### src/rtl/rll27_stream_encoder.sv
// rll27_stream_encoder: streaming RLL(2,7) encoder with NRZI output.
// Source bits are parsed into RLL(2,7) codewords, NRZI-modulated, buffered,
// and emitted as packed OUT_W-bit words (earliest channel bit in the MSB).
//
// Ports:
//   clk_i        rising-edge clock
//   ari          asynchronous active-high reset
//   in_valid_i   source bit valid
//   in_bit_i     source bit
//   in_ready_o   encoder accepts a source bit this cycle (registered)
//   flush_i      one-cycle pulse: pad the stream out and drain it
//   out_valid_o  out_data_o holds a full word
//   out_ready_i  consumer takes the word
//   out_data_o   NRZI word, earliest channel bit in the MSB
//   out_level_o  NRZI level after the last buffered channel bit
//   busy_o       parser holds a prefix, buffer non-empty, or flush active
//   err_o        sticky run-length violation flag
//
// Optional: define RLL27_RUNLEN_CHECK_EN to build the run-length monitor
// behind err_o; without it err_o is tied low.

module rll27_stream_encoder #(
   parameter int   OUT_W     = 8,
   parameter logic NRZI_INIT = 1'b0
) (
   input  logic             clk_i,
   input  logic             ari,
   input  logic             in_valid_i,
   input  logic             in_bit_i,
   output logic             in_ready_o,
   input  logic             flush_i,
   output logic             out_valid_o,
   input  logic             out_ready_i,
   output logic [OUT_W-1:0] out_data_o,
   output logic             out_level_o,
   output logic             busy_o,
   output logic             err_o
);

   localparam int CAP = OUT_W + 8;
   localparam int CW  = $clog2(CAP + 1);

   localparam logic [CW-1:0] OW_C  = CW'(OUT_W);
   localparam logic [CW-1:0] LIM_C = CW'(CAP - 8);

   typedef enum logic [2:0] {
      S_IDLE,
      S_1,
      S_0,
      S_00,
      S_01,
      S_001
   } st_t;

   st_t              st_q;
   st_t              st_d;
   st_t              st_step;
   logic [CAP-1:0]   buf_q;
   logic [CAP-1:0]   buf_d;
   logic [CW-1:0]    cnt_q;
   logic [CW-1:0]    cnt_d;
   logic [CW-1:0]    base;
   logic             lvl_q;
   logic             lvl_d;
   logic             flush_q;
   logic             flush_d;
   logic             in_ready_q;
   logic             out_valid_q;
   logic             busy_q;
   logic [OUT_W-1:0] data_q;

   logic             acc;
   logic             pad_step;
   logic             step;
   logic             step_bit;
   logic             emit;
   logic             push;
   logic             pop;
   logic             bpad;
   logic [7:0]       code;
   logic [3:0]       code_len;
   logic [7:0]       nrz;
   logic             lv;

   // A pad step feeds a source 0 into the parser while a flush is active;
   // it waits for room so a pad codeword can never overflow the buffer.
   assign acc      = in_valid_i & in_ready_q;
   assign pad_step = flush_q & (st_q != S_IDLE) & (cnt_q <= LIM_C);
   assign step     = acc | pad_step;
   assign step_bit = acc & in_bit_i;
   assign push     = step & emit;
   assign pop      = out_valid_q & out_ready_i;

   // Buffer padding only once the parser is empty and the tail is short;
   // out_valid is low then, so no pop can coincide with it.
   assign bpad = flush_q & (st_q == S_IDLE)
               & (cnt_q != '0) & (cnt_q < OW_C);

   // Parser: codewords are left-aligned in code, unused bits zero.
   always_comb begin
      st_step  = st_q;
      emit     = 1'b0;
      code     = 8'h00;
      code_len = 4'd0;
      unique case (st_q)
         S_IDLE: st_step = step_bit ? S_1 : S_0;
         S_1: begin
            emit     = 1'b1;
            code_len = 4'd4;
            code     = step_bit ? 8'b1000_0000 : 8'b0100_0000;
         end
         S_0: st_step = step_bit ? S_01 : S_00;
         S_00: begin
            if (step_bit) begin
               st_step = S_001;
            end else begin
               emit     = 1'b1;
               code_len = 4'd6;
               code     = 8'b0001_0000;
            end
         end
         S_01: begin
            emit     = 1'b1;
            code_len = 4'd6;
            code     = step_bit ? 8'b0010_0000 : 8'b1001_0000;
         end
         S_001: begin
            emit     = 1'b1;
            code_len = 4'd8;
            code     = step_bit ? 8'b0000_1000 : 8'b0010_0100;
         end
         default: st_step = S_IDLE;
      endcase
      if (emit) begin
         st_step = S_IDLE;
      end
   end

   // NRZI: a channel 1 toggles the line. Bits past code_len are zero,
   // so lv ends at the level after the last real channel bit.
   always_comb begin
      lv  = lvl_q;
      nrz = 8'h00;
      for (int i = 0; i < 8; i++) begin
         lv = lv ^ code[7-i];
         if (4'(i) < code_len) begin
            nrz[7-i] = lv;
         end
      end
   end

   // Buffer is left-aligned: bit CAP-1 is the oldest channel bit and
   // everything below cnt is kept zero so a push can simply OR in.
   always_comb begin
      buf_d = buf_q;
      lvl_d = lvl_q;
      base  = cnt_q;
      if (pop) begin
         buf_d = buf_q << OUT_W;
         base  = cnt_q - OW_C;
      end
      if (push) begin
         buf_d = buf_d | ({nrz, {OUT_W{1'b0}}} >> base);
         lvl_d = lv;
      end
      if (bpad) begin
         for (int i = 0; i < OUT_W; i++) begin
            if (CW'(i) >= cnt_q) begin
               buf_d[CAP-1-i] = lvl_q;
            end
         end
      end
      cnt_d = base + (push ? CW'(code_len) : '0);
      if (bpad) begin
         cnt_d = OW_C;
      end
   end

   always_comb begin
      st_d    = step ? st_step : st_q;
      flush_d = flush_q;
      if (!flush_q && flush_i) begin
         flush_d = 1'b1;
      end else if (flush_q && st_d == S_IDLE && cnt_d == '0) begin
         flush_d = 1'b0;
      end
   end

   always_ff @(posedge clk_i or posedge ari) begin
      if (ari) begin
         st_q        <= S_IDLE;
         buf_q       <= '0;
         cnt_q       <= '0;
         lvl_q       <= NRZI_INIT;
         flush_q     <= 1'b0;
         in_ready_q  <= 1'b0;
         out_valid_q <= 1'b0;
         busy_q      <= 1'b0;
         data_q      <= '0;
      end else begin
         st_q        <= st_d;
         buf_q       <= buf_d;
         cnt_q       <= cnt_d;
         lvl_q       <= lvl_d;
         flush_q     <= flush_d;
         in_ready_q  <= !flush_d && (cnt_d <= LIM_C);
         out_valid_q <= cnt_d >= OW_C;
         busy_q      <= flush_d || (st_d != S_IDLE) || (cnt_d != '0);
         data_q      <= buf_d[CAP-1 -: OUT_W];
      end
   end

   assign in_ready_o  = in_ready_q;
   assign out_valid_o = out_valid_q;
   assign out_data_o  = data_q;
   assign out_level_o = lvl_q;
   assign busy_o      = busy_q;

`ifdef RLL27_RUNLEN_CHECK_EN
   logic [3:0] zr_q;
   logic [3:0] zr_d;
   logic       seen_q;
   logic       seen_d;
   logic       err_q;
   logic       err_d;

   // Runs are counted on channel bits of real codewords only; anything
   // pushed during a flush is pad and restarts the run tracking.
   always_comb begin
      zr_d   = zr_q;
      seen_d = seen_q;
      err_d  = err_q;
      if (flush_q) begin
         zr_d   = '0;
         seen_d = 1'b0;
      end else if (push) begin
         for (int i = 0; i < 8; i++) begin
            if (4'(i) < code_len) begin
               if (code[7-i]) begin
                  if (seen_d && zr_d < 4'd2) begin
                     err_d = 1'b1;
                  end
                  zr_d   = '0;
                  seen_d = 1'b1;
               end else begin
                  if (zr_d != 4'd15) begin
                     zr_d = zr_d + 4'd1;
                  end
                  if (seen_d && zr_d > 4'd7) begin
                     err_d = 1'b1;
                  end
               end
            end
         end
      end
   end

   always_ff @(posedge clk_i or posedge ari) begin
      if (ari) begin
         zr_q   <= '0;
         seen_q <= 1'b0;
         err_q  <= 1'b0;
      end else begin
         zr_q   <= zr_d;
         seen_q <= seen_d;
         err_q  <= err_d;
      end
   end

   assign err_o = err_q;
`else
   assign err_o = 1'b0;
`endif

endmodule
### config.mk
export PLATFORM = sky130hd
export DESIGN_NAME = rll27_stream_encoder
export DESIGN_NICKNAME = d
export VERILOG_FILES = /design/src/rtl/rll27_stream_encoder.sv
export SDC_FILE = /design/constraint.sdc
export NUM_CORES = 1
export LEC_CHECK = 0
export CAP_MARGIN = 10
export CORE_ASPECT_RATIO = 1.1
export CORE_MARGIN = 4
export CORE_UTILIZATION = 60
export CTS_BUF_LIST = sky130_fd_sc_hd__clkbuf_2 sky130_fd_sc_hd__clkbuf_4 sky130_fd_sc_hd__clkbuf_8
export DETAILED_ROUTE_END_ITERATION = 8
export PLACE_DENSITY = 0.86
export SLEW_MARGIN = 30
export SYNTH_ARGS = -nofsm -noshare
export SYNTH_HDL_FRONTEND = slang
export SYNTH_SLANG_ARGS = --single-unit
### constraint.sdc
create_clock -name clk_i -period 3.55 [get_ports clk_i]
set_input_delay 0.8875 -clock clk_i [delete_from_list [all_inputs] [get_ports clk_i]]
set_output_delay 0.8875 -clock clk_i [all_outputs]
set_load 0.03 [all_outputs]
==> impl_results.md, run 1 <==
* DRT iter0 DRCs at 290
* Most frequent cells in the layout: dfrtp_1 (29), nor2_1 (19), clkdlybuf4s50_1 (17), nand2_1 (16), o21ai_0 (16)
* Final Net Count at 301
* Synth Cell Area at 2360 um2
* Comb pwr share at 58.8%
* Worst Hold Depth at 2
* Die Ht at 73.8 um
* CTS buffer count at 5
* Gr usage total at 27.8%
* Setup Skew at 0.00807 ns
* Initial antenna violation count at 0
* Critical R2R Capture: in_ready_o$_DFF_PP0_
* Final ANT Viol Nets at 0
* Critical Path Source Type: input port
* Power per cell area at 872 nW/um2
* Worst IR Drop VDD at 0.530 mV
* Worst r2r src: st_q[2]$_DFF_PP0_
* CP endpoint kind: register
* P_sw at 1.10 mW
* WL per Instance at 18.4 um
* Drt pass-1 iters at 5
* Yosys cell types at 63
* Hold WS at 0.492 ns
* Syn-to-layout area delta at 13.3%
* Max-slew violation count at 0
* CTS tree: yes
* I/O Buffers at 17
* Final Hold Fails at 0
* Clk pwr share at 16.0%
* Switching Fraction at 47.3%
* Total setup buffers inserted after CTS at 0
* Mean area per synthesized cell at 8.53 um2
* RSZ-0062 raised after global routing: no
* Final Cycle Share at 92.7%
* Leakage power at 1.13 nW
* Maxcap violations at 0
* DP Area at 2560 um2
* Initial core utilization at 63.6%
* Share of cells above drive strength 1 at 12.1%
* Max Clk Rate at 304 MHz
* Post-route design area at 2680 um2
* RePlAce Congestion at 0.908
* FF-to-FF path depth at 11
* Die width at 67.8 um
* Hold Path Class: reg -> reg
* Worst-Margin Slew at 0.779 ns
* Post-synth EDFFs at 0
* Sequential power share at 25.3%
* DRC viols at 0
* Largest net degree at the start of global routing at 30
* Slew HR at 48.1%
* Hold EP: buf_q[5]$_DFF_PP0_
* TNS Setup at 0 ns
* Critical path class: in -> reg
* Row count at 23
* Synthesis warning total at 0
* H-tree depth at 2
* Clk slew on worst S/H paths at 0.07 ns
* Core Area at 3710 um2
* Synth async-reset ratio at 100%
* Clock Sinks at 29
* Vias in the first global route at 2129
* Io pins at 19
* Total gr overflow at 0
* Setup violations, final at 0
* First-pass GRT wire length at 10.4 mm
* Routed vias at 2328
* Mapped Cells at 277
* Syn Nets at 289
* Placed insts at 332
* Yosys reg bits at 29
* HPWL after detailed placement at 4.44 mm
* Ant diodes at 0
* Vias per cell at 6.85
* CTS Root Buffer Type: clkbuf_8
* Finished Layout Cells at 340
* R2r setup slk at 0.59 ns
* Pint at 1.23 mW
* Register area share after synthesis at 30.7%
* Commonest non-fill, non-tap cell in the layout: dfrtp_1
* Hold Buf Count CTS at 0
* Total Wirelength at 6.26 mm
* Status: finished, final reports clean
* Die area at 5010 um2
* Post-cts sizing count at 0
* Worst-path fanout max at 5
* Final critical-path required period at 3.29 ns
* CP arrival at 3.50 ns
* Worst-Skew Late Latency at 0.29 ns
* Clk buf depth at 2
* Number of fillers in the final layout at 287
* Worst Path Required at 3.76 ns
* HP Start: buf_q[5]$_DFF_PP0_
* Primary FF master, synth: dfrtp_1
[final cells by class]
class	instances	area [um2]	area share (%)
multi-input cells	212	1460	54.4
clock inverters	1	30.0	1.12
well taps	50	62.6	2.34
clock buffers	7	90.1	3.37
repair buffers	31	275	10.3
inverters	10	37.5	1.40
flip-flops and latches	29	726	27.1
[critical path, stage by stage]
cell             delay, ns
clkdlybuf4s50_1       0.48
a31oi_1               0.41
a31oi_1               0.15
nor2_1                0.11
ha_1                  0.19
fa_1                  0.43
nor3_1                0.28
o221ai_1              0.18
nor2_1                0.15
a21oi_1               0.10
a21oi_1               0.14
[sequential cells by signal, indices dropped and copies added (netlist names)]
register,cells
cnt_q,5
st_q,3
out_level_o,1
out_valid_o,1
in_ready_o,1
out_data_o,7
buf_q,9
busy_o,1
flush_q,1
[metrics by stage]
step	util, %	setup slack, ns	power (mW)
CTS	72.1	0.299	2.32
global placement	68.9	0.0772	1.90
finish	72.1	0.259	2.33
detailed placement	68.9	0.00194	1.94
global route	72.1	0.0413	2.50
floorplan	-	0.719	1.58
[Yosys cell counts, types with 3 or more instances]
cell      count  area, um2
a211oi_1      3       22.5
a21o_1        3       22.5
a21oi_1      13       65.1
a31oi_1       8       50.1
a32oi_1       4       35.0
and2_1        3       18.8
and3_1        5       31.3
buf_4        10       75.1
clkbuf_1     13       48.8
dfrtp_1      29        726
ha_1          5       62.6
inv_1         9       33.8
mux2_2        4       45.0
mux2i_1      10        100
nand2_1      16       60.1
nand2b_1      5       31.3
nand3_1      11       55.1
nor2_1       19       71.3
nor2b_1       3       18.8
nor3_1       10       50.1
o21a_1        5       37.5
o21ai_0      16       80.1
o21ai_1      12       60.1
o221ai_1      4       35.0
xnor2_1       6       52.6
[power by group through the flow]
| stage | clock network [mW] | logic, mW | registers, mW |
|---|---|---|---|
| floorplan | 0 | 1.03 | 0.556 |
| global placement | 0 | 1.31 | 0.586 |
| detailed placement | 0 | 1.35 | 0.590 |
| CTS | 0.374 | 1.36 | 0.584 |
| global route | 0.390 | 1.51 | 0.605 |
| finish | 0.373 | 1.37 | 0.590 |
[routing by layer]
| layer | track usage (%) | wire length [um] |
|---|---|---|
| met2 | 47.0 | 3150 |
| met3 | 4.74 | 491 |
| met5 | 0 | 0 |
| met1 | 34.5 | 2420 |
| met4 | 11.7 | 192 |
[worst max path at each step]
stage | start | cells past startpoint | slack [ns] | to
2_1_floorplan | in_valid_i | 13 | 0.72 | in_ready_o$_DFF_PP0_
3_3_place_gp | in_valid_i | 11 | 0.08 | in_ready_o$_DFF_PP0_
3_5_place_dp | in_valid_i | 11 | 0.002 | in_ready_o$_DFF_PP0_
4_1_cts | in_valid_i | 11 | 0.30 | in_ready_o$_DFF_PP0_
5_1_grt | in_valid_i | 11 | 0.04 | in_ready_o$_DFF_PP0_
6_report | in_valid_i | 11 | 0.26 | in_ready_o$_DFF_PP0_
[logic make-up after synthesis]
| group | share of synthesized area [%] |
|---|---|
| and+or+nand+nor | 21.2 |
| xor gates and xnor gates | 2.60 |
| muxes | 7.57 |
| AOI/OAI and AO/OA | 26.6 |
| buffers and inverters | 7.68 |
| adders and majority gates | 3.50 |
| other | 0.159 |
| DFF | 30.7 |
Note: power is estimated with default switching activity, not from simulation.
==> inputs of run 2 (changes only) <==
--- a/config.mk
+++ b/config.mk
@@ -6,12 +6,16 @@
 export NUM_CORES = 1
 export LEC_CHECK = 0
 export CAP_MARGIN = 10
+export CELL_PAD_IN_SITES_DETAIL_PLACEMENT = 2
+export CELL_PAD_IN_SITES_GLOBAL_PLACEMENT = 2
 export CORE_ASPECT_RATIO = 1.1
 export CORE_MARGIN = 4
-export CORE_UTILIZATION = 60
+export CORE_UTILIZATION = 37
 export CTS_BUF_LIST = sky130_fd_sc_hd__clkbuf_2 sky130_fd_sc_hd__clkbuf_4 sky130_fd_sc_hd__clkbuf_8
+export CTS_CLUSTER_DIAMETER = 150
 export DETAILED_ROUTE_END_ITERATION = 8
 export PLACE_DENSITY = 0.86
+export RECOVER_POWER = 100
 export SLEW_MARGIN = 30
 export SYNTH_ARGS = -nofsm -noshare
 export SYNTH_HDL_FRONTEND = slang
==> run 2 against run 1 <==
  * The flow now finishes with violations (capacitance limit, slew limit)
  * Die area increased by 54%
  * Global-route usage decreased by 5.1 points
  * Register-to-register slack got worse by 0.05 ns
  * Maximum frequency decreased by 1.5%
  * Design area increased by 1.2%
  * Sequential cell count unchanged
  * Non-clock buffer count increased by 6
  * Routed wire length increased by 31%
  * Critical path depth decreased by 2
  * Worst setup slack got worse by 0.051 ns
  * Largest cell class unchanged
==> impl_results.md, run 2 (same netlist as run 1, synthesis figures left out) <==
* H-tree depth at 2 (unchanged)
* Leakage power at 1.14 nW (+1.2%)
* Total Wirelength at 8.19 mm (+31%)
* Share of cells above drive strength 1 at 12.2% (+0.093 points)
* Number of fillers in the final layout at 703 (+140%)
* CTS tree: yes
* Critical path class: in -> reg
* Final critical-path required period at 3.34 ns (+0.0508 ns)
* Worst path bufs/invs at 2 (+1)
* Largest net degree at the start of global routing at 30 (unchanged)
* Hold WS at 0.493 ns (+0.000908 ns)
* Setup crit start: in_valid_i
* Slew HR at -8.66% (-57 points)
* Initial antenna violation count at 0 (unchanged)
* Hold Path Class: reg -> reg
* WL per Instance at 21.8 um (+18%)
* Worst-Margin Slew at 1.63 ns (+0.851 ns)
* Max incr delay on CP at 0.59 ns (+0.11 ns)
* Power per cell area at 863 nW/um2 (-1.1%)
* Setup Skew at 0.00604 ns (-0.00203 ns)
* Io pins at 19 (unchanged)
* CP cell instances: dlygate4sd3_1, a31oi_1, clkbuf_1, nor2b_1, a2111o_1, or2_0, or3_4, o41ai_2, mux2_1
* Top reg by flops: buf_q
* Final Hold Fails at 0 (unchanged)
* Max-slew violation count at 30 (+30)
* Die width at 84.2 um (+24%)
* Total gr overflow at 0 (unchanged)
* Final ANT Viol Nets at 0 (unchanged)
* Critical Path Stages at 9 (-2)
* Drt pass-1 iters at 4 (-1)
* Worst Path Required at 3.77 ns (about the same)
* First-pass GRT wire length at 13.9 mm (+34%)
* Die area at 7730 um2 (+54%)
* Core Area at 6190 um2 (+67%)
* Worst-path fanout max at 5 (unchanged)
* Die Ht at 91.8 um (+24%)
* Clk slew on worst S/H paths at 0.07 ns (about the same)
* Worst r2r src: st_q[2]$_DFF_PP0_
* Critical R2R Capture: in_ready_o$_DFF_PP0_
* Setup ws final at 0.208 ns (-0.0508 ns)
* DRC viols at 0 (unchanged)
* Critical Path Sink: buf_q[15]$_DFF_PP0_
* HPWL after detailed placement at 6.13 mm (+38%)
* CTS Root Buffer Type: clkbuf_8
* Crit-path leading delay family: compound AO/OA/AOI/OAI gates
* Total setup buffers inserted after CTS at 0 (unchanged)
* Clock Sinks at 29 (unchanged)
* CP endpoint kind: register
* Most frequent cells in the layout: dfrtp_1 (29), nor2_1 (19), o21ai_0 (19), nand2_1 (16)
* Pre-CTS WS at -0.0478 ns (-0.0497 ns)
* CP arrival at 3.56 ns (+0.06 ns)
* Max Clk Rate at 299 MHz (-1.5%)
* TNS Setup at 0 ns (unchanged)
* R2r setup slk at 0.54 ns (-0.05 ns)
* Routed vias at 2268 (-2.6%)
* FF-to-FF path depth at 11 (unchanged)
* Syn-to-layout area delta at 14.7%
* Row count at 30 (+30%)
* Ant diodes at 0 (unchanged)
* Worst IR Drop VDD at 0.381 mV (-28%)
* RePlAce Congestion at 0.863 (-5.0%)
* Worst-Skew Late Latency at 0.29 ns (about the same)
* Maxcap violations at 1 (+1)
* Final core occ at 43.7% (-28 points)
* Crit-path slowest cell: dlygate4sd3_1
* RSZ-0062 raised after global routing: no
* Clk buf depth at 2 (unchanged)
* Critical Path Source Type: input port
* Final Net Count at 307 (+2.0%)
* Commonest non-fill, non-tap cell in the layout: dfrtp_1
* Status: complete, but fails checks
* Vias in the first global route at 2437 (+14%)
* I/O Buffers at 17 (unchanged)
* Initial core utilization at 38.1% (-25 points)
* DRT iter0 DRCs at 113 (-61%)
* Gr usage total at 22.7% (-5.1 points)
* Setup violations, final at 0 (unchanged)
* Final Cycle Share at 94.1% (+1.4 points)
* Failing checks: capacitance limit, slew limit
* Vias per cell at 6.03 (-12%)
* CTS buffer count at 5 (unchanged)
* Max reg flops at 9 (unchanged)
run 2: worst min path at each step:
stage | from | endpoint | slack [ns] | depth (start not counted)
global route | buf_q[5]$_DFF_PP0_ | buf_q[5]$_DFF_PP0_ | 0.52 | 2
floorplan | buf_q[0]$_DFF_PP0_ | buf_q[0]$_DFF_PP0_ | 0.44 | 2
global placement | buf_q[0]$_DFF_PP0_ | buf_q[0]$_DFF_PP0_ | 0.46 | 2
CTS | buf_q[5]$_DFF_PP0_ | buf_q[5]$_DFF_PP0_ | 0.50 | 2
detailed placement | buf_q[5]$_DFF_PP0_ | buf_q[5]$_DFF_PP0_ | 0.48 | 2
finish | buf_q[5]$_DFF_PP0_ | buf_q[5]$_DFF_PP0_ | 0.49 | 2
run 2: cell type report:
| type | instances | area [um2] | share of cell area, % |
|---|---|---|---|
| inverters | 10 | 37.5 | 1.39 |
| repair buffers | 37 | 302 | 11.1 |
| multi-input cells | 212 | 1460 | 53.8 |
| clock inverters | 3 | 17.5 | 0.647 |
| clock buffers | 5 | 68.8 | 2.54 |
| flip-flops and latches | 29 | 726 | 26.8 |
| well taps | 80 | 100 | 3.70 |
run 2: worst reg2reg max path, cell delays in order, from the launching register on:
cell,delay (ns)
dfrtp_1,0.70
nand2b_1,0.34
nor2_1,0.24
a31oi_1,0.08
nor2_1,0.13
ha_1,0.22
fa_1,0.45
nor3_2,0.24
o221ai_1,0.17
nor2_1,0.16
a21oi_1,0.10
a21oi_1,0.12
run 2: report_power, final:
part | switching (mW) | leakage, nW | internal, mW | total, mW
logic | 0.907 | 0.725 | 0.561 | 1.47
clock network | 0.142 | 0.0439 | 0.135 | 0.277
registers | 0.156 | 0.374 | 0.436 | 0.592
run 2: repair_timing:
action	in CTS	in global routing
endpoints found under the setup margin	0	1
hold buffers	0	0
gates resized for setup	0	1
run 2: per-stage QoR:
step | total power, mW | instances | area (um2)
floorplan | 1.58 | 277 | 2360
global placement | 2.00 | 368 | 2640
detailed placement | 2.07 | 368 | 2640
CTS | 2.37 | 376 | 2730
global route | 2.53 | 376 | 2710
finish | 2.34 | 376 | 2710
run 2: routing by layer:
layer / GRT usage (%) / up-vias / wire length [um]
met5: 0 / - / 0
met4: 6.17 / 0 / 148
met3: 3.59 / 14 / 201
met2: 38.8 / 36 / 4270
met1: 29.6 / 1150 / 3570
li1: - / 1068 / -
==> inputs of run 3 (changes only) <==
--- a/config.mk
+++ b/config.mk
@@ -5,6 +5,7 @@
 export SDC_FILE = /design/constraint.sdc
 export NUM_CORES = 1
 export LEC_CHECK = 0
+export ABC_CLOCK_PERIOD_IN_PS = 3550
 export CAP_MARGIN = 10
 export CELL_PAD_IN_SITES_DETAIL_PLACEMENT = 2
 export CELL_PAD_IN_SITES_GLOBAL_PLACEMENT = 2
==> results of run 3 <==
No change in the layout: final DEF, timing and power equal those of run 2.
